**src/rtl/sim_param_sequencer_if.sv**
```systemverilog
// Host-side bus of the parameter sequencer: write strobe, commit strobe,
// active parameter bank and status pulses.
// Optional readback port is present when PARAM_READBACK_EN is defined.
interface sim_param_sequencer_if;
    logic         wr_trig;
    logic [3:0]   wr_addr;
    logic [31:0]  wr_data;
    logic         commit_trig;
    logic [255:0] params_flat;
    logic         busy;
    logic         commit_done;
    logic         wr_err;
`ifdef PARAM_READBACK_EN
    logic [2:0]   rd_addr;
    logic [31:0]  rd_data;
`endif

    modport master (
        output wr_trig, wr_addr, wr_data, commit_trig,
        input  params_flat, busy, commit_done, wr_err
`ifdef PARAM_READBACK_EN
        , output rd_addr, input rd_data
`endif
    );

    modport slave (
        input  wr_trig, wr_addr, wr_data, commit_trig,
        output params_flat, busy, commit_done, wr_err
`ifdef PARAM_READBACK_EN
        , input rd_addr, output rd_data
`endif
    );
endinterface

```
**src/rtl/sim_param_sequencer.sv**
```systemverilog
// Double-buffered simulation parameter bank. The host writes a shadow bank
// in the clk domain; a commit request copies the whole shadow bank into the
// active bank on the first sim_clk rising edge seen after the request, so
// params_flat only ever changes atomically and in step with the simulation.
// Optional feature macro: PARAM_READBACK_EN (registered shadow readback).
module sim_param_sequencer #(
    parameter int NSLOT = 8
) (
    input  logic clk,
    input  logic reset_global,
    input  logic sim_clk,
    sim_param_sequencer_if.slave bus
);
    // Slots: 0 tau, 1 gain, 2 gamma_dyn, 3 gamma_sta, 4 pps_coef_Ia,
    //        5 i_gain_MN, 6 len_bic_pxi, 7 trigger_input
    localparam logic [NSLOT-1:0][31:0] RST_VAL = {
        32'h0000_0000, 32'h3F66_6666, 32'h0000_0001, 32'h3F66_6666,
        32'h42A0_0000, 32'h42A0_0000, 32'h0000_0000, 32'h0000_0001
    };

    typedef enum logic [1:0] {IDLE, PENDING, COMMIT} state_t;

    state_t                    state_q, state_d;
    logic [NSLOT-1:0][31:0]    shadow_q, active_q;
    logic [2:0]                sync_q;
    logic                      sim_rise;
    logic                      addr_ok, wr_ok, wr_bad;
    logic                      commit_done_q, wr_err_q;

    assign sim_rise = sync_q[1] & ~sync_q[2];
    assign addr_ok  = (bus.wr_addr < 4'(NSLOT));
    // Writes land only while idle; a write in the commit window would tear
    // the snapshot, so it is rejected like an out-of-range address.
    assign wr_ok    = bus.wr_trig && addr_ok && (state_q == IDLE);
    assign wr_bad   = bus.wr_trig && !wr_ok;

    // Two-flop synchroniser for sim_clk plus one flop for edge detection.
    always_ff @(posedge clk or posedge reset_global) begin
        if (reset_global) sync_q <= '0;
        else              sync_q <= {sync_q[1:0], sim_clk};
    end

    // FSM state register.
    always_ff @(posedge clk or posedge reset_global) begin
        if (reset_global) state_q <= IDLE;
        else              state_q <= state_d;
    end

    // Next-state logic; a sim_rise coincident with commit_trig is seen in
    // IDLE and therefore ignored, so the commit waits for the next edge.
    always_comb begin
        state_d = state_q;
        case (state_q)
            IDLE:    if (bus.commit_trig) state_d = PENDING;
            PENDING: if (sim_rise)        state_d = COMMIT;
            COMMIT:                       state_d = IDLE;
            default:                      state_d = IDLE;
        endcase
    end

    // Shadow bank: host writes, accepted only in IDLE.
    always_ff @(posedge clk or posedge reset_global) begin
        if (reset_global)  shadow_q <= RST_VAL;
        else if (wr_ok)    shadow_q[bus.wr_addr[2:0]] <= bus.wr_data;
    end

    // Active bank: whole-bank copy leaving COMMIT, done pulse alongside.
    always_ff @(posedge clk or posedge reset_global) begin
        if (reset_global) begin
            active_q      <= RST_VAL;
            commit_done_q <= 1'b0;
        end else begin
            commit_done_q <= (state_q == COMMIT);
            if (state_q == COMMIT) active_q <= shadow_q;
        end
    end

    // Rejected-write pulse, one cycle after the offending strobe.
    always_ff @(posedge clk or posedge reset_global) begin
        if (reset_global) wr_err_q <= 1'b0;
        else              wr_err_q <= wr_bad;
    end

`ifdef PARAM_READBACK_EN
    logic [31:0] rd_data_q;

    // Registered shadow readback, one cycle latency.
    always_ff @(posedge clk or posedge reset_global) begin
        if (reset_global) rd_data_q <= '0;
        else              rd_data_q <= shadow_q[bus.rd_addr];
    end

    assign bus.rd_data = rd_data_q;
`endif

    assign bus.params_flat = active_q;
    assign bus.busy        = (state_q != IDLE);
    assign bus.commit_done = commit_done_q;
    assign bus.wr_err      = wr_err_q;
endmodule

```
**src/flat_wrapper.sv**
```systemverilog
// flat-port wrapper written by rule: the top's interface ports become plain ports
module sim_param_sequencer_flat 
#(
    parameter int NSLOT = 8
)
  (clk, reset_global, sim_clk, bus_wr_trig, bus_wr_addr, bus_wr_data, bus_commit_trig, bus_params_flat, bus_busy, bus_commit_done, bus_wr_err);
  sim_param_sequencer_if bus_i ();
  input  logic clk;
  input  logic reset_global;
  input  logic sim_clk;
  input wire logic [$bits(bus_i.wr_trig)-1:0] bus_wr_trig;
  input wire logic [$bits(bus_i.wr_addr)-1:0] bus_wr_addr;
  input wire logic [$bits(bus_i.wr_data)-1:0] bus_wr_data;
  input wire logic [$bits(bus_i.commit_trig)-1:0] bus_commit_trig;
  output wire logic [$bits(bus_i.params_flat)-1:0] bus_params_flat;
  output wire logic [$bits(bus_i.busy)-1:0] bus_busy;
  output wire logic [$bits(bus_i.commit_done)-1:0] bus_commit_done;
  output wire logic [$bits(bus_i.wr_err)-1:0] bus_wr_err;
  assign bus_i.wr_trig = bus_wr_trig;
  assign bus_i.wr_addr = bus_wr_addr;
  assign bus_i.wr_data = bus_wr_data;
  assign bus_i.commit_trig = bus_commit_trig;
  assign bus_params_flat = bus_i.params_flat;
  assign bus_busy = bus_i.busy;
  assign bus_commit_done = bus_i.commit_done;
  assign bus_wr_err = bus_i.wr_err;
  sim_param_sequencer #(.NSLOT(NSLOT)) u_core (.clk(clk), .reset_global(reset_global), .sim_clk(sim_clk), .bus(bus_i));
endmodule
```
**config.mk**
```make
export PLATFORM = sky130hd
export DESIGN_NAME = sim_param_sequencer_flat
export DESIGN_NICKNAME = d
export VERILOG_FILES = /design/src/rtl/sim_param_sequencer_if.sv /design/src/rtl/sim_param_sequencer.sv /design/src/flat_wrapper.sv
export SDC_FILE = /design/constraint.sdc
export NUM_CORES = 1
export LEC_CHECK = 0
export CAP_MARGIN = 20
export CORE_ASPECT_RATIO = 2
export CORE_UTILIZATION = 29
export DETAILED_ROUTE_END_ITERATION = 8
export PLACE_DENSITY = 0.59
export SLEW_MARGIN = 20
export SYNTH_ARGS = -nofsm -noshare
export SYNTH_HDL_FRONTEND = slang
export SYNTH_SLANG_ARGS = --single-unit
```
**constraint.sdc**
```tcl
create_clock -name clk -period 18.67 [get_ports clk]
set_input_delay 3.734 -clock clk [delete_from_list [all_inputs] [get_ports clk]]
set_output_delay 3.734 -clock clk [all_outputs]
set_load 0.005 [all_outputs]
```
==> flow_summary.toml, run 1 <==
[sta]
maxSlewViolCount = 0
worst_pin_slew_ps = 992
slew_headroom_pct = 33.9
holdWs_ps = 365
max_freq_mhz = 147
finalHoldViolCount = 0
fin_ws_ps = 11890
layout_min_cycle_time_ps = 6780
setup_tns_ps = 0
finalClockSkew_ps = 20.6
post-route-period-util_pct = 36.3
finalSetupViolations = 0
rsz0062_at_grt = "no"

[drt]
vias_per_cell = 4.44
routedWlPerCell_um = 20.7
top_layer = "met5"
drtIter0Drc = 345
drc_errors = 0
wl_met1_mm = 18.9
first_pass_iters = 4
route.met2.wl_mm = 25.6
wirelength_mm = 48.4
num_vias = 10400
wl_met3_mm = 2.37
ant_nets = 0

[placed_design]
place_area_mm2 = 0.0234
dp_hpwl_mm = 31.8
port_buffers = 299
dpl_worst_slack_ps = 11090
place.gp.congestion = 0.724

[flow_run]
cap_violations = 0

[power_and_ir_drop]
ir_drop_v = 0.0000944
netSwitchingPower_mw = 0.923
powerDensity_mw_per_mm2 = 149
seq_power_share_pct = 46.7
p_int_mw = 2.80
switching_share_pct = 24.8
combPwrFrac_pct = 25.2
p_leak_nw = 11.2
power_frac_clock_pct = 28.0

[synthesis]
ys_types = 24
syn_area_per_cell_um2 = 17.5
syn_nets = 1150
ys_ff_latch = 519
ys.warnings.count = 0
synth.top_cell.area_share_pct = 55.0
synth_cells = 1109
synth_largest_area_cell = "dfrtp_1"
synth_area_leaders = "dfrtp_1 55%, mux2_2 28%, dfstp_2 12%"
synth.yosys.seq_area_share_pct = 67.5
syn_area_mm2 = 0.0194

[floorplan]
start_util_pct = 29.5
die_area_mm2 = 0.0681
fp.dieW_um = 185
ios = 300
fp.dieH_um = 368
rows = 133
core_area_mm2 = 0.0659

[clock_tree]
cts_tree = "done"
cts_root_buf = "clkbuf_16"
clk_pin_slew_worst_paths_ps = 70
cts_hold_buf = 0
clock_latency_ps = 580
cts_setup_buffers = 0
cts_max_path_buffers = 3
post_cts_resized = 0
htreeDepth = 2
cts_made_buffers = 47
cts_sinks = 519

[setup_path]
worstPathRequired_ps = 19260
path_max_fanout = 140
path_delay_family = "buffers and inverters"
crit_top_cell = "buf_4"
cp-end-kind = "asynchronous set/reset pin"
slowest_delay_ps = 810
crit_path_top_delay_cell = "buf_4"
cp_cell_sequence = "clkdlybuf4s50_1 -> inv_8 -> buf_4 -> buf_4 -> buf_4"
cp.arrival_ps = 7380
path_class = "in2async"
crit_buf_inv = 5
startpoint_type = "input port"

[grt]
antenna_found_initial = 2
grt_pass1_vias = 11100
gr-total-overflow = 0
grt_util_all_layers_pct = 14.4
grt_max_degree = 141
grt_pass1_wl_mm = 72.9

[final_layout]
syn_to_final_growth_pct = 29.2
regArea_mm2 = 0.0131
final_util_pct = 38.1
nFillCells = 6222
multi_input_area_mm2 = 0.00607
fin_nets = 1456
drive_gt1_share_pct = 48.3
postLayoutCellArea_mm2 = 0.0251

[run_status]
outcome = "finished, final reports clean"

[hold_path]
hp-class = "reg2reg"
## power by group through the flow
stage	clock [mW]	sequential, mW	combinational (mW)
2_1_floorplan	0	1.72	0.366
3_3_place_gp	0	1.75	0.944
3_5_place_dp	0	1.77	0.958
4_1_cts	1.08	1.75	0.963
5_1_grt	1.12	1.79	1.01
6_report	1.05	1.74	0.941
## logic make-up after synthesis
| family | Yosys count | share of synthesized area [%] |
|---|---|---|
| AOI/OAI and AO/OA | 2 | 0.0838 |
| and+or+nand+nor | 17 | 0.651 |
| DFF | 519 | 67.5 |
| buffers and inverters | 59 | 1.49 |
| muxes | 512 | 30.3 |
## path summary, 6_finish.rpt
check                                         startpoint                                      end  slack [ps]  cells past startpoint
min reg2reg                   u_core.sync_q[0]$_DFF_PP0_               u_core.sync_q[1]$_DFF_PP0_         360                      0
max in group clk                             bus_wr_trig          u_core.shadow_q[78]$_DFFE_PP0P_       12680                      5
min                           u_core.sync_q[0]$_DFF_PP0_               u_core.sync_q[1]$_DFF_PP0_         360                      0
min in group asynchronous                   reset_global   u_core.bus.params_flat[44]$_DFFE_PP0P_        3750                      2
max                                         reset_global  u_core.bus.params_flat[249]$_DFFE_PP0P_       11890                      5
max reg2reg                u_core.state_q[0]$_DFFE_PP0P_          u_core.shadow_q[78]$_DFFE_PP0P_       15770                      4
## flip-flops by register name (all words and copies together), names as in the netlist
register,flops
u_core.sync_q,3
u_core.bus.params_flat,256
u_core.shadow_q,256
u_core.bus.wr_err,1
u_core.state_q,2
u_core.bus.commit_done,1
## cells in the mapped netlist
| cell type | n |
|---|---|
| nor3_1 | 1 |
| or4b_4 | 2 |
| clkbuf_1 | 36 |
| and4b_1 | 2 |
| dfrtp_1 | 427 |
| o21a_1 | 1 |
| nor4bb_1 | 1 |
| dfstp_2 | 92 |
| a311oi_1 | 1 |
| nor2_1 | 3 |
| inv_1 | 2 |
| mux2_1 | 3 |
| nor2b_1 | 1 |
| mux2_2 | 477 |
| nand2_1 | 1 |
| nand3b_1 | 1 |
| nand3_1 | 2 |
| mux2_4 | 32 |
| nor4b_1 | 1 |
| or4b_1 | 1 |
| or2_2 | 1 |
| buf_2 | 13 |
| buf_1 | 1 |
| buf_6 | 7 |
## per-layer routing
layer,GRT usage [%],vias up
met5,0,-
met4,5.39,2
met3,2.83,72
met2,26.1,255
met1,16.5,5485
li1,-,4541
## per-stage QoR
stage | std cells | power, mW
2_1_floorplan | 1109 | 2.08
3_3_place_gp | 2243 | 2.69
3_5_place_dp | 2243 | 2.72
4_1_cts | 2331 | 3.79
5_1_grt | 2331 | 3.92
6_report | 2333 | 3.73
## final cells by class
cell class                      count  area share (%)
Inverter                            2          0.0598
Multi-Input combinational cell    531            24.2
Clock buffer                       71            5.49
Tap cell                          877            4.37
Sequential cell                   519            52.2
Timing Repair Buffer              314            12.4
Antenna cell                        2          0.0199
Clock inverter                     17            1.24
## layout by cell type, fill, tap and decap left out, types with 2 or more instances in the layout
cell | Yosys | layout
buf_4 | 0 | 14
bufinv_16 | 0 | 8
clkbuf_1 | 36 | 14
clkbuf_16 | 0 | 48
clkbuf_8 | 0 | 9
clkdlybuf4s50_1 | 0 | 299
clkinv_2 | 0 | 4
dfrtp_1 | 427 | 427
dfstp_2 | 92 | 92
diode_2 | 0 | 2
inv_6 | 0 | 2
mux2_1 | 3 | 3
mux2_2 | 477 | 477
mux2_4 | 32 | 32
nor2_1 | 3 | 2
or4b_4 | 2 | 2
## worst register-to-register path: cells and delay by family (launching register included)
kind | cells | cell delay [ps]
flip-flops | 1 | 470
AND/OR/NAND/NOR | 2 | 1600
buffers and inverters | 1 | 390
multiplexers | 1 | 330
No activity file was read; power rests on OpenSTA's default activity.
==> run 2, diff against run 1 <==
==> constraint.sdc (replaced) <==
create_clock -name clk -period 5.5 [get_ports clk]
set_input_delay 1.1 -clock clk [delete_from_list [all_inputs] [get_ports clk]]
set_output_delay 1.1 -clock clk [all_outputs]
set_load 0.005 [all_outputs]
==> flow_summary.toml, run 2 (same netlist as run 1, synthesis figures left out) <==
[floorplan]
fp.dieW_um = 185
core_area_mm2 = 0.0659
ios = 300
start_util_pct = 29.5
fp.dieH_um = 368
die_area_mm2 = 0.0681
rows = 133

[setup_path]
path_max_fanout = 20
timing.rr.start = "u_core.state_q[0]$_DFFE_PP0P_"
slowest_delay_ps = 610
startpoint_type = "input port"
cp_cell_sequence = "clkdlybuf4s50_1 -> nor4b_1 -> buf_4 -> nand3b_1 -> buf_4 -> mux2_2"
path_class = "in2reg"
cp-end-kind = "flop"
critical_path.startpoint = "bus_wr_trig"
crit_top_cell = "buf_4"
cp.arrival_ps = 3540
worstPathRequired_ps = 5950
crit_path_top_delay_cell = "nand3b_1"

[sta]
worst_pin_slew_ps = 1040
layout_min_cycle_time_ps = 3090
finalClockSkew_ps = 15.8
post-route-period-util_pct = 56.3
slew_headroom_pct = 30.7
finalHoldViolCount = 0
finalSetupViolations = 0
maxSlewViolCount = 0
max_freq_mhz = 323
setup_tns_ps = 0
holdWs_ps = 358
rsz0062_at_grt = "no"

[flow_run]
cap_violations = 0

[placed_design]
port_buffers = 299
dp_hpwl_mm = 31.9
place.gp.congestion = 0.726
dp.cells = 2252

[final_layout]
final_common_cell = "mux2_2"
fin_cells = 2340
final_cell_mix = "477 x mux2_2, 427 x dfrtp_1, 299 x clkdlybuf4s50_1"
syn_to_final_growth_pct = 29.2
multi_input_area_mm2 = 0.00607
regArea_mm2 = 0.0131
fin_nets = 1464
drive_gt1_share_pct = 48.7
nFillCells = 6199

[clock_tree]
cts_hold_buf = 0
cts_max_path_buffers = 3
clock_latency_ps = 570
clk_pin_slew_worst_paths_ps = 70
cts_sinks = 519
cts_setup_buffers = 0
cts_tree = "done"
post_cts_resized = 0
cts_made_buffers = 46
htreeDepth = 2
cts_root_buf = "clkbuf_16"

[hold_path]
min_from = "u_core.sync_q[0]$_DFF_PP0_"
hp-class = "reg2reg"

[power_and_ir_drop]
power_mw = 12.5
ir_drop_v = 0.000288
p_leak_nw = 11.2
powerDensity_mw_per_mm2 = 497

[drt]
num_vias = 10500
drc_errors = 0
first_pass_iters = 4
vias_per_cell = 4.47
routedWlPerCell_um = 20.9
wirelength_mm = 48.9
ant_nets = 0
drtIter0Drc = 388

[grt]
gr-total-overflow = 0
grt_pass1_vias = 11600
grt_max_degree = 141
grt_util_all_layers_pct = 14.7
antenna_found_initial = 1
grt_pass1_wl_mm = 74.6

[run_status]
outcome = "finished, final reports clean"
==> run 2: cell types whose count changed in the layout (fill, tap and decap cells not counted), moves of 2 or more <==
cell,change
buf_4,+6
bufinv_16,-5
buf_12,+4
clkbuf_1,-3
clkbuf_8,+3
clkinv_2,+2
==> run 2: metal layers <==
layer | part of all wire, % | GRT usage [%] | vias up
met5 | 0.027 | 0 | -
met2 | 53 | 26.4 | 266
li1 | - | - | 4551
met4 | 2.8 | 5.13 | 2
met3 | 5.1 | 2.96 | 65
met1 | 39 | 17.0 | 5573
==> run 2: worst max-delay path: cells and delay by family <==
family	cells	cell delay (ps)
buffers and inverters	3	1240
and+or+nand+nor	2	870
muxes	1	320
==> run 2: worst paths after layout <==
check | cells past startpoint | slack, ps | end
min | 0 | 360 | u_core.sync_q[1]$_DFF_PP0_
max | 6 | 2410 | u_core.shadow_q[15]$_DFFE_PP0P_
max reg2reg | 5 | 2890 | u_core.shadow_q[15]$_DFFE_PP0P_
max in group asynchronous | 3 | 3110 | u_core.bus.params_flat[109]$_DFFE_PP0P_
min in group asynchronous | 2 | 1100 | u_core.bus.params_flat[170]$_DFFE_PP0P_
min reg2reg | 0 | 360 | u_core.sync_q[1]$_DFF_PP0_
==> run 2: final cells by class <==
type,instances,area share [%]
diodes,2,0.0200
repair buffers,323,12.8
clock inverters,16,0.763
multi-input cells,531,24.2
flip-flops and latches,519,52.2
well taps,877,4.37
inverters,2,0.0449
clock buffers,70,5.51
==> run 2: where the power goes <==
group          switching (mW)  internal [mW]
sequential              0.653           5.19
combinational            1.04           2.22
clock                    1.47           1.90
==> run 2: through the flow <==
step / util (%) / worst slack (ps) / cell area [µm²]
after floorplan: - / -2580 / 19400
after global placement: 35.7 / 1730 / 23500
after detailed placement: 35.7 / 1790 / 23500
after CTS: 38.1 / 2410 / 25100
after global routing: 38.1 / 2260 / 25100
final: 38.1 / 2410 / 25100
==> edit (settings of run 1) <==
Re-encode `state_t` (3 states) as one-hot, 3 bits wide.
--- a/src/rtl/sim_param_sequencer.sv
+++ b/src/rtl/sim_param_sequencer.sv
@@ -18,7 +18,7 @@
         32'h42A0_0000, 32'h42A0_0000, 32'h0000_0000, 32'h0000_0001
     };
 
-    typedef enum logic [1:0] {IDLE, PENDING, COMMIT} state_t;
+    typedef enum logic [2:0] {IDLE = 3'b001, PENDING = 3'b010, COMMIT = 3'b100} state_t;
 
     state_t                    state_q, state_d;
     logic [NSLOT-1:0][31:0]    shadow_q, active_q;
Function: same outputs for any inputs over 4 cycles, from zero or initial values and one cycle with reset_global high; so few cycles prove little.
==> edit against run 1 <==
Non-clock buffer count rose by 2; total power fell by 8.5%; worst hold slack got worse by 0.012 ns; design area fell by 0.17%; setup slack improved by 0.82 ns; wire length fell by 0.14%; synthesized cell count rose by 0.27%; synthesized area rose by 0.49%; sequential cell count rose by 1; critical path type unchanged; critical endpoint is now u_core.shadow_q[110]; largest power group unchanged.
==> edit: results <==
routing:
  wire_per_inst_um: 20.6
  drtIter0Drc: 267
  first_pass_iters: 6
  viasPerCell: 4.41
synthesis:
  synth_adder_area_share_pct: 0
  synth_area_leaders: "dfrtp_1 (55%), mux2_1 (17%), dfstp_2 (13%), mux2_2 (11%), mux2_4 (2.3%)"
  seq_area_frac_synth_pct: 67.3
  synth_compound_area_share_pct: 0.103
  synthesis.nets: 1153
  yosys.cell_types.count: 22
  synth.most_common_cell: "dfrtp_1"
  synth_mux_area_share_pct: 30.1
  synthTopCellsByCount: "dfrtp_1 (427), mux2_1 (290), mux2_2 (192), dfstp_2 (93), buf_2 (44)"
cts:
  cts_buffer_depth: 3
  cts_buffers: 46
worst_setup_path:
  rr_startpoint: "u_core.state_q[2]"
  endpoint: "u_core.shadow_q[110]"
  crit_fanout: 113
  arrival_ns: 6.55
  r2r-end: "u_core.bus.params_flat[251]"
global_routing:
  grt_pass1_vias: 11300
  grt_pass1_wl_um: 73100
  grt_max_degree: 144
  grt_use_total_pct: 14.4
sta:
  worstMarginPinSlew_ns: 1.06
  skew_ns: 0.0128
place:
  dp_hpwl_um: 31200
  place_congestion: 0.741
power_and_ir_drop:
  peakVddDrop_mv: 0.0864
  p_int_mw: 2.57
  leakage_nw: 11.6
final_layout:
  fin_nets: 1463
  nFillCells: 6323
  num_antenna_cells: 0
  drive_above_1_share_pct: 28.4
run_status:
  status: "finished clean"
[edit: stage by stage]
stage                     hold slack (ns)  area (sq um)  instances  setup slack (ns)
final                               0.353         25000       2344             12.70
after global routing                0.364         25000       2344             12.21
after CTS                           0.357         25000       2343             12.57
after detailed placement            0.342         23500       2257             11.92
after global placement              0.332         23500       2257             12.03
after floorplan                     0.331         19500       1112             0.563
[edit: layout make-up]
type                    instances  area (sq um)  area share, %
multi-input cells             537          6090           24.3
flip-flops and latches        520         13100           52.4
clock inverters                10           155          0.619
inverters                       1          11.3         0.0450
clock buffers                  76          1410           5.61
well taps                     884          1110           4.42
repair buffers                316          3150           12.6
[edit: worst min path at each step]
stage	endpoint	slack, ns	depth (start not counted)
after floorplan	u_core.sync_q[1]	0.33	0
after global placement	u_core.sync_q[1]	0.33	0
after detailed placement	u_core.sync_q[1]	0.34	0
after CTS	u_core.sync_q[1]	0.36	0
after global routing	u_core.sync_q[1]	0.36	0
final	u_core.sync_q[1]	0.35	0
[edit: power groups by stage]
stage	clock, mW	sequential, mW	combinational (mW)
global placement	0	1.75	0.681
detailed placement	0	1.77	0.701
global route	1.06	1.79	0.751
CTS	1.02	1.75	0.704
floorplan	0	1.72	0.354
finish	0.982	1.74	0.686
[edit: metal layers]
metal | up-vias | track usage (%) | part of all wire [%]
li1 | 4555 | - | -
met1 | 5447 | 17.0 | 40
met2 | 269 | 25.3 | 51
met3 | 63 | 3.06 | 5.8
met4 | 0 | 5.04 | 2.9
met5 | - | 0 | 0
[edit: cells by family after synthesis]
kind of cell	after synthesis
multiplexers	512
buffers and inverters	55
flip-flops	520
AO/OA/AOI/OAI	3
AND/OR/NAND/NOR	22
